## src/rtl/mem_pkg.sv

```systemverilog
// Shared definitions for the memory access unit: controller state encoding
// and the width of the wait-state counter.
package mem_pkg;

  // Width of the wait counter; wide enough for WAIT_CYCLES up to 15.
  localparam int WAIT_W = 4;

  typedef enum logic [1:0] {
    IDLE   = 2'd0,
    ACCESS = 2'd1,
    DONE   = 2'd2
  } state_t;

endpackage

```

## src/rtl/mem_wait_counter.sv

```systemverilog
// Wait-state counter for the memory access unit. Counts up from zero while
// enabled and stops at the terminal value 'last'; tc flags that value.
module mem_wait_counter
  import mem_pkg::*;
(
  input  logic              clk,
  input  logic              reset,
  input  logic              clr,
  input  logic              en,
  input  logic [WAIT_W-1:0] last,
  output logic              tc
);

  logic [WAIT_W-1:0] count_reg;

  assign tc = (count_reg == last);

  // Clear wins over enable; holding at 'last' lets ACCESS stretch indefinitely.
  always_ff @(posedge clk) begin
    if (reset) begin
      count_reg <= '0;
    end else if (clr) begin
      count_reg <= '0;
    end else if (en && !tc) begin
      count_reg <= count_reg + 1'b1;
    end
  end

endmodule

```

## src/rtl/mem_access_unit.sv

```systemverilog
// Memory access unit: MAR/MDR registers plus a three-state controller that
// drives active-low SRAM strobes for WAIT_CYCLES cycles per access.
// Optional build macro MEM_READY_EN adds a mem_ready input that stretches
// the access until the memory reports ready.
module mem_access_unit
  import mem_pkg::*;
#(
  parameter int WAIT_CYCLES = 2
) (
  input  logic        clk,
  input  logic        reset,
`ifdef MEM_READY_EN
  input  logic        mem_ready,
`endif
  input  logic [15:0] bus,
  input  logic        ld_mar,
  input  logic        ld_mdr,
  input  logic        mio_en,
  input  logic        mem_start,
  input  logic        mem_write,
  input  logic [15:0] mem_data_in,
  output logic [15:0] mar,
  output logic [15:0] mdr,
  output logic [15:0] mem_addr,
  output logic [15:0] mem_data_out,
  output logic        mem_ce_n,
  output logic        mem_oe_n,
  output logic        mem_we_n,
  output logic        busy,
  output logic        done
);

  // Counter value reached on the final ACCESS cycle.
  localparam logic [WAIT_W-1:0] LAST = WAIT_W'(WAIT_CYCLES - 1);

  state_t      state_reg, state_next;
  logic        write_reg;
  logic [15:0] mar_reg;
  logic [15:0] mdr_reg;
  logic        tc;
  logic        ready;
  logic        idle;
  logic        start_ok;
  logic        access_exit;

`ifdef MEM_READY_EN
  assign ready = mem_ready;
`else
  assign ready = 1'b1;
`endif

  assign idle        = (state_reg == IDLE);
  assign start_ok    = idle && mem_start;
  assign access_exit = (state_reg == ACCESS) && tc && ready;

  assign mar          = mar_reg;
  assign mdr          = mdr_reg;
  assign mem_addr     = mar_reg;
  assign mem_data_out = mdr_reg;

  mem_wait_counter u_wait (
    .clk   (clk),
    .reset (reset),
    .clr   (start_ok),
    .en    (state_reg == ACCESS),
    .last  (LAST),
    .tc    (tc)
  );

  // Controller state register.
  always_ff @(posedge clk) begin
    if (reset) begin
      state_reg <= IDLE;
    end else begin
      state_reg <= state_next;
    end
  end

  // Next-state decode and strobe/status outputs.
  always_comb begin
    state_next = state_reg;
    mem_ce_n   = 1'b1;
    mem_oe_n   = 1'b1;
    mem_we_n   = 1'b1;
    busy       = 1'b0;
    done       = 1'b0;
    case (state_reg)
      IDLE: begin
        if (mem_start) begin
          state_next = ACCESS;
        end
      end
      ACCESS: begin
        mem_ce_n = 1'b0;
        mem_oe_n = write_reg;
        mem_we_n = !write_reg;
        busy     = 1'b1;
        if (tc && ready) begin
          state_next = DONE;
        end
      end
      DONE: begin
        busy       = 1'b1;
        done       = 1'b1;
        state_next = IDLE;
      end
      default: begin
        state_next = IDLE;
      end
    endcase
  end

  // MAR/MDR and access-type latch. Loads are accepted only in IDLE so the
  // address and write data stay stable for the whole access; a load in the
  // start cycle lands on the same edge and is therefore used by the access.
  always_ff @(posedge clk) begin
    if (reset) begin
      mar_reg   <= '0;
      mdr_reg   <= '0;
      write_reg <= 1'b0;
    end else begin
      if (idle) begin
        if (ld_mar) begin
          mar_reg <= bus;
        end
        if (ld_mdr && !mio_en) begin
          mdr_reg <= bus;
        end
        if (mem_start) begin
          write_reg <= mem_write;
        end
      end
      if (access_exit && !write_reg) begin
        mdr_reg <= mem_data_in;
      end
    end
  end

endmodule

```

## config.mk

```make
export PLATFORM = sky130hd
export DESIGN_NAME = mem_access_unit
export DESIGN_NICKNAME = d
export VERILOG_FILES = /design/src/rtl/mem_pkg.sv /design/src/rtl/mem_wait_counter.sv /design/src/rtl/mem_access_unit.sv
export SDC_FILE = /design/constraint.sdc
export NUM_CORES = 1
export LEC_CHECK = 0
export ABC_AREA = 1
export ABC_CLOCK_PERIOD_IN_PS = 2100
export BUFFER_PORTS_ARGS = -buffer_cell sky130_fd_sc_hd__buf_2
export CAP_MARGIN = 20
export CORE_ASPECT_RATIO = 0.5
export CORE_MARGIN = 1.5
export CORE_UTILIZATION = 36
export CTS_CLUSTER_DIAMETER = 100
export DETAILED_ROUTE_END_ITERATION = 12
export GPL_ROUTABILITY_DRIVEN = 0
export PLACE_DENSITY = 0.74
export SYNTH_ARGS = -nofsm -noshare
export SYNTH_HDL_FRONTEND = slang
export SYNTH_SLANG_ARGS = --single-unit
```

## constraint.sdc

```tcl
create_clock -name clk -period 2.1 [get_ports clk]
set_clock_uncertainty 0.2 [all_clocks]
set_input_delay 0.105 -clock clk [delete_from_list [all_inputs] [get_ports clk]]
set_output_delay 0.105 -clock clk [all_outputs]
set_load 0.02 [all_outputs]
```

==> impl_metrics.json <==
{
  "syn_to_final_growth_pct": 28.8,
  "grt_first_pass_wirelength_um": 8880,
  "n_antenna_cell": 0,
  "routed_wl_um": 5780,
  "syn_area_um2": 2320,
  "r2r_cells": 5,
  "crit_path_max_fanout": 17,
  "crit_required_ps": 1790,
  "grt-ovfl-total": 0,
  "cpPeakStageDelay_ps": 320,
  "switching_share": 0.443,
  "drc": 0,
  "synth_area_leaders": "dfxtp_1, buf_4, nand4_1",
  "rows": 20,
  "placed_cells": 458,
  "combPwrFrac": 0.478,
  "worstSetupPathType": "reg2out",
  "internal-power_mw": 1.89,
  "cp_num_buf_inv": 5,
  "syn_area_per_cell_um2": 7.56,
  "power_leakage_nw": 1.53,
  "syn_inst": 307,
  "post_drt_wl_per_cell_um": 11.8,
  "drive_gt1_frac": 0.337,
  "yosysMostFrequentCell": "nand2_1",
  "viasPerCell": 4.54,
  "async_flop_share": 0,
  "yosys_warnings": 0,
  "finalCritPeriodShare": 0.898,
  "yosysTopAreaCell": "dfxtp_1",
  "cts_tree": "built",
  "fin_nets": 448,
  "cts-htree-levels": 2,
  "clock_latency_ps": 280,
  "start_util": 0.377,
  "portBuffers": 107,
  "firstDrtPassIters": 4,
  "r2r-end": "write_reg",
  "synthTopCellsByCount": "nand2_1, dfxtp_1, nand4_1, nor2_1, buf_4",
  "die_area_um2": 6960,
  "worst_pin_slew_ps": 481,
  "clock_path_buffers": 2,
  "yosysSeqAreaShare": 0.337,
  "pwr-share-seq": 0.305,
  "drt_iter0_drc": 110,
  "hold_violations": 0,
  "rsz0062_at_grt": "no",
  "critPathTopFamily": "buffers and inverters",
  "critPathCapture": "mem_oe_n",
  "layout.cells.non_filler": 491,
  "grt_max_degree": 33,
  "ys_ff_latch": 39,
  "reg2reg_from": "state_reg[0]",
  "period_minus_slack_ps": 1890,
  "r2r_slack_ps": 230,
  "ant_nets": 0,
  "die_w_um": 117,
  "critPathLaunchType": "flip-flop",
  "worstSetupEndpointType": "primary output",
  "cp_common_cell": "inv_1",
  "maxSlewHeadroom": 0.679,
  "startpoint": "state_reg[1]",
  "setup_viol": 0,
  "status": "finished clean",
  "path_cells": "inv_1 -> ha_1 -> inv_2 -> nor2_8 -> buf_4 -> inv_1 -> buf_2",
  "synthesis.nets": 353,
  "grt_pass1_vias": 1936,
  "dp_hpwl_um": 4060,
  "cts_root_buffer": "clkbuf_16",
  "synth_edf_count": 0,
  "switchingPower_mw": 1.50,
  "synth_flop_cell": "dfxtp_1",
  "die_h_um": 59.8,
  "path_depth": 7,
  "maxCapViolCount": 0,
  "cts.sinks": 39,
  "powerDensity_nw_per_um2": 1130,
  "vias": 2230,
  "hold_path_class": "in2reg",
  "numCtsBuffers": 5,
  "fin_tns_setup_ps": 0,
  "grt_usage": 0.167,
  "ir_drop_mv": 0.392,
  "clk_pin_slew_ps": 60,
  "power_frac_clock": 0.217,
  "ioPinCount": 108,
  "maxSlewViolCount": 0,
  "antenna_found_initial": 0,
  "max_freq_ghz": 0.530,
  "cpMaxStageDelayCell": "dfxtp_1",
  "yosysTopAreaCellShare": 0.337,
  "crit_arrival_ps": 1580,
  "synthDistinctLibCells": 25,
  "holdWs_ps": 4.00,
  "core_um2": 6160
}
-- cell usage in the layout, fill, tap and decap left out, types with 5 or more instances in the layout --
master	netlist	routed
buf_2	4	107
nand2_1	51	51
dfxtp_1	39	39
nor2_1	33	33
nand4_1	33	33
inv_1	27	27
dlygate4sd3_1	0	25
nand3_1	20	20
o21ai_0	16	16
a21oi_1	12	12
a21oi_2	10	10
ha_1	7	7
buf_4	32	6
clkbuf_16	0	5
-- cells by family (layout without fill, tap and decap cells) --
logic type,count (synthesis),count (layout),synth area share
compound gates,38,38,0.0982
flops,39,39,0.337
simple gates,143,143,0.298
buf+inv,79,175,0.225
xor+xnor,1,1,0.00378
fa+ha+maj,7,7,0.0378
-- metal layers --
metal,up-vias,wire length (µm),GRT usage
li1,1169,-,-
met1,1007,2530,0.197
met2,42,2950,0.302
met3,12,205,0.0375
met4,0,97,0.0627
met5,-,0,0
-- timing repair --
item | in CTS | in global routing
gates resized for setup | 0 | 0
hold endpoints to repair | 23 | 0
hold buffers | 25 | 0
buffers inserted | 0 | 0
-- worst min path at each step --
stage	cells past startpoint	end	slack [ps]	from
6_report	5	mdr[6]	4	mem_data_in[6]
5_1_grt	5	mdr[6]	8	mem_data_in[6]
4_1_cts	5	mdr[14]	4	mem_data_in[14]
3_5_place_dp	3	write_reg	180	mem_write
3_3_place_gp	3	mar[11]	170	bus[11]
2_1_floorplan	2	write_reg	60	mem_write
-- worst reg2reg max path, delay by kind of cell, from the launching register on --
kind / cells / cell delay, ps
buffers and inverters: 2 / 680
adder cells (fa/ha/maj): 1 / 350
flip-flops: 1 / 340
AO/OA/AOI/OAI: 1 / 130
AND/OR/NAND/NOR: 1 / 110
-- metrics by stage --
step           power (mW)  instance area [µm²]   util  worst slack, ps
5_1_grt              3.63                 2990  0.485             47.8
6_report             3.39                 2990  0.485              215
3_5_place_dp         2.62                 2600  0.422              299
4_1_cts              3.39                 2990  0.485              206
2_1_floorplan        2.39                 2320      -              503
3_3_place_gp         2.61                 2600  0.422              316
-- power by group through the flow --
stage	combinational [mW]	clock (mW)	sequential, mW
6_report	1.62	0.733	1.03
5_1_grt	1.79	0.788	1.06
4_1_cts	1.62	0.742	1.04
3_5_place_dp	1.57	0	1.05
3_3_place_gp	1.56	0	1.05
2_1_floorplan	1.19	0	1.20
-- cell type report --
type	count	area, µm²
Clock buffer	6	129
Multi-Input combinational cell	189	1020
Sequential cell	39	781
Inverter	29	109
Fill cell	614	3170
Timing Repair Buffer	138	831
Clock inverter	2	12.5
Tap cell	88	110
Power figures use the tool's default switching activity.
